==> src/rtl/fifo_pkg.sv <==
// rtl/fifo_pkg.sv - shared constants, FSM encoding and clog2 helper for the read-side packer
package fifo_pkg;

  localparam int DEFAULT_WIDTH = 8;

  typedef enum logic {
    IDLE  = 1'b0,
    FLUSH = 1'b1
  } flush_state_e;

  // Smallest r with (1 << r) >= value; used for lane-counter sizing.
  function automatic int clog2(input int value);
    int r;
    r = 0;
    for (int i = 0; i < 31; i++) begin
      if ((1 << i) < value) begin
        r = i + 1;
      end
    end
    return r;
  endfunction

endpackage

==> src/rtl/pack_out_slot.sv <==
// rtl/pack_out_slot.sv - registered valid/ready output slice for packed beats
module pack_out_slot
  import fifo_pkg::*;
#(
  parameter int WIDTH = DEFAULT_WIDTH,
  parameter int RATIO = 4
) (
  input  logic                   clk,
  input  logic                   rst,
  input  logic                   load,
  input  logic [WIDTH*RATIO-1:0] load_data,
  input  logic [RATIO-1:0]       load_keep,
  input  logic                   load_last,
  output logic                   slot_free,
  input  logic                   out_ready,
  output logic                   out_valid,
  output logic [WIDTH*RATIO-1:0] out_data,
  output logic [RATIO-1:0]       out_keep,
  output logic                   out_last
);

  logic                   valid_q;
  logic [WIDTH*RATIO-1:0] data_q;
  logic [RATIO-1:0]       keep_q;
  logic                   last_q;

  // The slot may take a new beat when empty or when its current beat leaves this cycle.
  assign slot_free = ~valid_q | out_ready;

  // Load a new beat when asked (caller guarantees slot_free); otherwise drop valid on acceptance.
  always_ff @(posedge clk or posedge rst) begin
    if (rst) begin
      valid_q <= 1'b0;
      data_q  <= '0;
      keep_q  <= '0;
      last_q  <= 1'b0;
    end else if (load) begin
      valid_q <= 1'b1;
      data_q  <= load_data;
      keep_q  <= load_keep;
      last_q  <= load_last;
    end else if (valid_q && out_ready) begin
      valid_q <= 1'b0;
    end
  end

  assign out_valid = valid_q;
  assign out_data  = data_q;
  assign out_keep  = keep_q;
  assign out_last  = last_q;

endmodule

==> src/rtl/fifo_rd_packer.sv <==
// rtl/fifo_rd_packer.sv - pops FIFO words and packs RATIO of them into one wide beat, with flush
module fifo_rd_packer
  import fifo_pkg::*;
#(
  parameter int WIDTH = DEFAULT_WIDTH,
  parameter int RATIO = 4
) (
  input  logic                   rd_clk,
  input  logic                   rst,
  input  logic                   fifo_empty,
  input  logic [WIDTH-1:0]       fifo_rd_data,
  output logic                   fifo_rd_en,
  input  logic                   flush,
  output logic                   out_valid,
  input  logic                   out_ready,
  output logic [WIDTH*RATIO-1:0] out_data,
  output logic [RATIO-1:0]       out_keep,
  output logic                   out_last,
  output logic                   flush_busy
);

  localparam int             CW        = clog2(RATIO);
  localparam logic [CW-1:0]  LAST_LANE = CW'(RATIO - 1);

  // Only RATIO-1 lanes are stored; the final lane comes straight from the FIFO head.
  logic [RATIO-2:0][WIDTH-1:0] acc_q;
  logic [CW-1:0]               cnt_q;
  flush_state_e                state_q;

  logic                        flush_pend;
  logic                        slot_free;
  logic                        pop;
  logic                        full_load;
  logic                        flush_load;
  logic                        slot_load;
  logic [RATIO-1:0][WIDTH-1:0] load_lanes;
  logic [RATIO-1:0]            load_keep;

  assign flush_pend = (state_q == FLUSH);
  assign flush_busy = flush_pend;

  // The last lane can only be popped if the slot can take the completed beat in the same edge.
  assign pop        = ~rst & ~fifo_empty & ~flush_pend & ((cnt_q != LAST_LANE) | slot_free);
  assign fifo_rd_en = pop;

  assign full_load  = pop & (cnt_q == LAST_LANE);
  assign flush_load = flush_pend & (cnt_q != '0) & slot_free;
  assign slot_load  = full_load | flush_load;

  // Assemble the beat to load: full beat uses every lane, flush uses lanes below cnt and zeroes the rest.
  always_comb begin
    load_lanes = '0;
    load_keep  = '0;
    if (full_load) begin
      for (int i = 0; i < RATIO - 1; i++) begin
        load_lanes[i] = acc_q[i];
      end
      load_lanes[RATIO-1] = fifo_rd_data;
      load_keep           = '1;
    end else begin
      for (int i = 0; i < RATIO - 1; i++) begin
        if (i < int'(cnt_q)) begin
          load_lanes[i] = acc_q[i];
          load_keep[i]  = 1'b1;
        end
      end
    end
  end

  // Accumulate popped words into lanes; cnt returns to zero only when a beat is loaded.
  always_ff @(posedge rd_clk or posedge rst) begin
    if (rst) begin
      acc_q <= '0;
      cnt_q <= '0;
    end else if (pop) begin
      if (cnt_q == LAST_LANE) begin
        cnt_q <= '0;
      end else begin
        for (int i = 0; i < RATIO - 1; i++) begin
          if (cnt_q == CW'(i)) begin
            acc_q[i] <= fifo_rd_data;
          end
        end
        cnt_q <= cnt_q + CW'(1);
      end
    end else if (flush_load) begin
      cnt_q <= '0;
    end
  end

  // Flush FSM: freeze intake, emit the partial beat once the slot is free, repeated flushes absorbed.
  always_ff @(posedge rd_clk or posedge rst) begin
    if (rst) begin
      state_q <= IDLE;
    end else begin
      case (state_q)
        IDLE: begin
          if (flush) begin
            state_q <= FLUSH;
          end
        end
        FLUSH: begin
          if ((cnt_q == '0) || slot_free) begin
            state_q <= IDLE;
          end
        end
        default: state_q <= IDLE;
      endcase
    end
  end

  pack_out_slot #(
    .WIDTH (WIDTH),
    .RATIO (RATIO)
  ) u_slot (
    .clk       (rd_clk),
    .rst       (rst),
    .load      (slot_load),
    .load_data (load_lanes),
    .load_keep (load_keep),
    .load_last (flush_load),
    .slot_free (slot_free),
    .out_ready (out_ready),
    .out_valid (out_valid),
    .out_data  (out_data),
    .out_keep  (out_keep),
    .out_last  (out_last)
  );

endmodule

==> config.mk <==
export PLATFORM = sky130hd
export DESIGN_NAME = fifo_rd_packer
export DESIGN_NICKNAME = d
export VERILOG_FILES = /design/src/rtl/fifo_pkg.sv /design/src/rtl/pack_out_slot.sv /design/src/rtl/fifo_rd_packer.sv
export SDC_FILE = /design/constraint.sdc
export NUM_CORES = 1
export LEC_CHECK = 0
export ABC_AREA = 1
export BUFFER_PORTS_ARGS = -buffer_cell sky130_fd_sc_hd__buf_4
export CAP_MARGIN = 10
export CORE_UTILIZATION = 45
export DETAILED_ROUTE_END_ITERATION = 7
export GPL_ROUTABILITY_DRIVEN = 0
export PLACE_DENSITY = 0.66
export SLEW_MARGIN = 20
export SYNTH_ARGS = -nofsm -noshare
export SYNTH_HDL_FRONTEND = slang
export SYNTH_HIERARCHICAL = 1
export SYNTH_SLANG_ARGS = --single-unit
==> constraint.sdc <==
create_clock -name rd_clk -period 2.75 [get_ports rd_clk]
set_clock_uncertainty 0.05 [all_clocks]
set_input_delay 0.55 -clock rd_clk [delete_from_list [all_inputs] [get_ports rd_clk]]
set_output_delay 0.55 -clock rd_clk [all_outputs]
set_load 0.01 [all_outputs]
==> results of run 1 <==
## state kept, by name, indices dropped and copies added, names as in the netlist
register / flops
u_slot/out_last: 1
cnt_q: 2
u_slot/out_valid: 1
u_slot/out_keep: 4
acc_q: 24
flush_busy: 1
u_slot/out_data: 32
## layer usage
layer	share of wire, %	vias up	GRT usage (%)	wire length, um
li1	-	1211	-	-
met1	49	1094	28.12	3178
met2	45	53	30.40	2971
met3	4.4	9	4.847	289
met4	1.5	0	9.718	97
met5	0	-	0	0
## kinds of logic after synthesis
| group | Yosys count | synth area share, % |
|---|---|---|
| AO/OA/AOI/OAI | 25 | 6.173 |
| adder cells (fa/ha/maj) | 5 | 2.071 |
| buffers and inverters | 43 | 8.782 |
| flip-flops | 65 | 53.85 |
| AND/OR/NAND/NOR | 212 | 29.12 |
## worst paths after layout
kind	start	endpoint	slack [ns]
max reg2reg	cnt_q[1]	u_slot/out_keep[1]	0.50
max in group asynchronous	rst	u_slot/out_data[7]	2.01
min in group rd_clk	flush	flush_busy	0.41
max	cnt_q[1]	u_slot/out_keep[1]	0.50
min	rst	acc_q[10]	0.22
min reg2reg	acc_q[6]	acc_q[6]	0.42
## critical path, cell delays in order (launching register included)
cell and delay [ns]:
dfrtp_1 0.47, clkinv_1 0.37, ha_1 0.33, inv_1 0.07
nand3_1 0.17, nand2_1 0.19, inv_2 0.14, buf_4 0.22
nand2_1 0.08, nand2_1 0.05
## cells in the final DEF, fill, tap and decap left out
cell / n
a21boi_0: 5
a21boi_1: 19
buf_4: 62
bufinv_16: 3
clkbuf_8: 10
clkinv_1: 1
clkinv_4: 2
clkinvlp_4: 1
dfrtp_1: 65
ha_1: 5
inv_1: 20
inv_2: 2
nand2_1: 168
nand2_2: 1
nand3_1: 7
nand4_1: 24
nor2_1: 9
nor2_2: 2
nor2_4: 1
o22ai_1: 1
## through the flow
| step | setup slack [ns] | total power [mW] | cells | hold slack, ns |
|---|---|---|---|---|
| finish | 0.4996 | 3.518 | 485 | 0.2197 |
| global route | 0.2524 | 3.765 | 485 | 0.2369 |
| CTS | 0.4937 | 3.551 | 485 | 0.2189 |
| detailed placement | 0.5097 | 2.525 | 469 | 0.4059 |
| global placement | 0.5650 | 2.495 | 469 | 0.4031 |
| floorplan | 0.8059 | 2.166 | 350 | 0.3855 |
## area by class of cell
type / count / area, um2 / share of cell area (%)
clock buffers: 10 / 137.6 / 3.765
clock inverters: 6 / 115.1 / 3.149
inverters: 23 / 86.33 / 2.361
multi-input cells: 242 / 1129 / 30.87
flip-flops and latches: 65 / 1627 / 44.49
well taps: 77 / 96.34 / 2.635
repair buffers: 62 / 465.4 / 12.73
## power by group through the flow
stage / clock network [mW] / registers [mW] / logic [mW]
after detailed placement: 0 / 1.46 / 1.07
after CTS: 1.03 / 1.44 / 1.07
after floorplan: 0 / 1.48 / 0.689
after global routing: 1.09 / 1.48 / 1.19
final: 1.02 / 1.44 / 1.06
after global placement: 0 / 1.46 / 1.04
==> flow_metrics.env, run 1 <==
export IMPL_status="finished, violations left"
export IMPL_violations="DRC"
export IMPL_syn2layout_area_growth_pct=21.04
export IMPL_grt_overflow=0
export IMPL_yosysMostFrequentCell="nand2_1"
export IMPL_syn_nets=368
export IMPL_critical_path_max_fanout=15
export IMPL_synthArstFlopShare_pct=100.0
export IMPL_post_cts_resize_count=0
export IMPL_yosys_cell_types_count=20
export IMPL_coreArea_mm2=0.006422
export IMPL_grt_pass1_vias=2290
export IMPL_vias_per_cell=4.880
export IMPL_stdcell_area_mm2=0.003656
export IMPL_postCtsSetupBuffers=0
export IMPL_cts_tree="done"
export IMPL_min_period_ns=2.250
export IMPL_grt_pass1_wl_um=11060
export IMPL_r2r_cells=9
export IMPL_drt_initial_drc_count=99
export IMPL_worstSetupStartpointType="flip-flop"
export IMPL_slew_violations=0
export IMPL_tightest_slew_ns=0.4992
export IMPL_power_share_sequential_pct=41.0
export IMPL_yosys_warnings=6
export IMPL_synth_edff_count=0
export IMPL_slew_headroom_pct=66.72
export IMPL_seq_area_frac_synth_pct=53.85
export IMPL_synth_flop_cell="dfrtp_1"
export IMPL_setup_viol=0
export IMPL_clock_tree_root_cell="clkbuf_8"
export IMPL_syn_area_mm2=0.003020
export IMPL_ys_seq_elements=65
export IMPL_cts_hold_buf=0
export IMPL_dr_pass1_iters=7
export IMPL_synthTopCellsByCount="nand2_1 (168), dfrtp_1 (65), nand4_1 (24)"
export IMPL_drc=8
export IMPL_wl_per_cell_um=13.48
export IMPL_rows=29
export IMPL_worstSetupEndpointType="flip-flop"
export IMPL_placed_area_mm2=0.003403
export IMPL_synth_top_area_share_pct=53.85
export IMPL_clock_path_buffers=2
export IMPL_die_w_um=83.93
export IMPL_num_io_pins=53
export IMPL_p_int_mw=2.337
export IMPL_drv_cap=0
export IMPL_drive_gt1_share_pct=20.59
export IMPL_numCtsBuffers=9
export IMPL_switching_share_pct=33.56
export IMPL_postRouteAntennaNets=0
export IMPL_die_area_mm2=0.007043
export IMPL_num_nets_final=421
export IMPL_synth_avg_cell_area_um2=8.630
export IMPL_syn_instance_count=350
export IMPL_fmax_mhz=444.4
export IMPL_clk_pin_slew_ns=0.08
export IMPL_cellPowerDensity_mw_per_mm2=962.2
export IMPL_grt_max_degree=39
export IMPL_dp_hpwl_um=4355
export IMPL_yosysTopAreaCell="dfrtp_1"
export IMPL_antenna_found_initial=0
export IMPL_cp_arrival_ns=2.44
export IMPL_cts_htree_levels=3
export IMPL_combPwrFrac_pct=30.1
export IMPL_rsz0062_at_grt="false"
export IMPL_initial_core_util_pct=47.03
export IMPL_p_leak_nw=2.079
export IMPL_die_y_um=83.93
export IMPL_cts_sinks=65
export IMPL_p_clk_share_pct=29.0
export IMPL_track_usage_pct=20.43
export IMPL_hp_class="in -> async"
export IMPL_fin_tns_setup_ns=0
export IMPL_nFillCells=576
export IMPL_switchingPower_mw=1.181
export IMPL_vias=2367
export IMPL_synth_area_leaders="dfrtp_1 (54%), nand2_1 (21%), nand4_1 (5.0%)"
export IMPL_worstSkewPairLatency_ns=0.35
export IMPL_crit_required_ns=2.94
export IMPL_fin_crit_sh_pct=81.83
export IMPL_peakVddDrop_mv=0.3840
export IMPL_hold_viol=0
export IMPL_drt_total_wl_um=6536
export IMPL_crit_type="reg -> reg"
export IMPL_n_antenna_cell=0
export IMPL_final_core_util_pct=56.93
export IMPL_portBuffers=52
No activity file was read; power rests on OpenSTA's default activity.
==> run 2, diff against run 1 <==
==> constraint.sdc (replaced) <==
create_clock -name rd_clk -period 2.1 [get_ports rd_clk]
set_clock_uncertainty 0.05 [all_clocks]
set_input_delay 0.42 -clock rd_clk [delete_from_list [all_inputs] [get_ports rd_clk]]
set_output_delay 0.42 -clock rd_clk [all_outputs]
set_load 0.01 [all_outputs]
==> flow_metrics.env, run 2 (synthesis gave the netlist of run 1 again) <==
export IMPL_peakVddDrop_mv=0.5175
export IMPL_drt_initial_drc_count=126
export IMPL_grt_max_degree=39
export IMPL_worstSkewPairLatency_ns=0.34
export IMPL_drv_cap=0
export IMPL_place_inst=472
export IMPL_antenna_found_initial=0
export IMPL_portBuffers=52
export IMPL_layout_common_cells="nand2_1 (168), buf_4 (67), dfrtp_1 (64)"
export IMPL_grt_pass1_vias=2234
export IMPL_fmax_mhz=504.2
export IMPL_vias=2392
export IMPL_r2r_start="cnt_q[1]"
export IMPL_r2r_cells=9
export IMPL_num_nets_final=428
export IMPL_clock_path_buffers=2
export IMPL_grt_overflow=0
export IMPL_cp_arrival_ns=1.51
export IMPL_clock_tree_root_cell="clkbuf_8"
export IMPL_setup_viol=0
export IMPL_rsz0062_at_grt="false"
export IMPL_violations="DRC"
export IMPL_die_y_um=83.93
export IMPL_status="finished, violations left"
export IMPL_p_leak_nw=2.095
export IMPL_nFillCells=607
export IMPL_cts_htree_levels=3
export IMPL_initial_core_util_pct=47.03
export IMPL_cts_tree="done"
export IMPL_postRouteAntennaNets=0
export IMPL_tightest_slew_ns=0.4769
export IMPL_stdcell_area_mm2=0.003662
export IMPL_syn2layout_area_growth_pct=21.25
export IMPL_slew_headroom_pct=68.21
export IMPL_num_io_pins=53
export IMPL_cts_sinks=65
export IMPL_worstSetupEndpointType="primary output"
export IMPL_largest_register_ff_count=32
export IMPL_min_period_ns=1.984
export IMPL_ff_latch_area_mm2=0.001628
export IMPL_placed_area_mm2=0.003438
export IMPL_path_cells="ha_2, inv_2, nor2_2, nor2_4, buf_8, buf_4"
export IMPL_drc=8
export IMPL_dr_pass1_iters=6
export IMPL_cpMaxStageDelayCell="dfrtp_2"
export IMPL_fin_crit_sh_pct=94.45
export IMPL_vias_per_cell=4.882
export IMPL_fin_tns_setup_ns=0
export IMPL_layout_commonest_cell="nand2_1"
export IMPL_power_mw=4.348
export IMPL_rows=29
export IMPL_reg2reg_to="acc_q[1]"
export IMPL_multi_input_area_mm2=0.001131
export IMPL_clk_pin_slew_ns=0.07
export IMPL_drt_total_wl_um=6612
export IMPL_n_antenna_cell=0
export IMPL_crit_type="reg -> out"
export IMPL_hold_viol=0
export IMPL_max_stage_delay_ns=0.45
export IMPL_crit_required_ns=1.63
export IMPL_cellPowerDensity_mw_per_mm2=1187
export IMPL_die_w_um=83.93
export IMPL_dp_hpwl_um=4502
export IMPL_coreArea_mm2=0.006422
export IMPL_final_core_util_pct=57.02
export IMPL_drive_gt1_share_pct=22.03
export IMPL_track_usage_pct=20.66
export IMPL_worstSetupStartpointType="flip-flop"
export IMPL_grt_pass1_wl_um=11160
export IMPL_slew_violations=0
export IMPL_hp_class="in -> async"
export IMPL_die_area_mm2=0.007043
export IMPL_fin_cells=490
export IMPL_wl_per_cell_um=13.49
export IMPL_critical_path_max_fanout=8
export IMPL_numCtsBuffers=9
export IMPL_rrSetupSlack_ns=0.27
[run 2: through the flow]
step | hold slack, ns | setup WS, ns
2_1_floorplan | 0.3855 | 0.1559
3_3_place_gp | 0.3999 | 0.2937
3_5_place_dp | 0.4038 | 0.1992
4_1_cts | 0.09477 | 0.002496
5_1_grt | 0.1284 | 0.03568
6_report | 0.09393 | 0.1165
[run 2: report_power, final]
group / switching, mW / leakage (nW) / internal, mW
clock: 0.462 / 0.0978 / 0.561
sequential: 0.209 / 0.860 / 1.65
combinational: 0.840 / 1.14 / 0.625
total: 1.51 / 2.09 / 2.84
[run 2: critical path: cells and delay by family, from the launching register on]
kind,cells,cell delay (ns)
adder cells (fa/ha/maj),1,0.22
buffers and inverters,3,0.32
flip-flops,1,0.45
AND/OR/NAND/NOR,2,0.18
[run 2: metal layers]
layer / global-route usage, % / wire length, um
met1: 29.52 / 3279
met2: 30.03 / 2936
met3: 5.341 / 313
met4: 7.994 / 82
met5: 0 / 0
[run 2: repair_timing]
action,4_1_cts,5_1_grt
setup buffers,0,4
resized for setup,2,2
endpoints found under the setup margin,1,1
cloned,0,0
hold buffers,0,0
[run 2: layout make-up]
type / instances / area share [%]
multi-input cells: 242 / 30.88
clock inverters: 4 / 1.230
well taps: 77 / 2.631
inverters: 23 / 2.357
flip-flops and latches: 65 / 44.45
repair buffers: 69 / 14.69
clock buffers: 10 / 3.758
[run 2: how the worst max path moves through the flow]
| stage | from | cells past startpoint | endpoint | slack, ns |
|---|---|---|---|---|
| floorplan | cnt_q[0] | 12 | u_slot/out_data[16] | 0.16 |
| global placement | cnt_q[1] | 9 | u_slot/out_valid | 0.29 |
| detailed placement | cnt_q[1] | 10 | u_slot/out_data[14] | 0.20 |
| CTS | cnt_q[1] | 6 | fifo_rd_en | 0.002 |
| global route | cnt_q[1] | 6 | fifo_rd_en | 0.04 |
| finish | cnt_q[1] | 6 | fifo_rd_en | 0.12 |
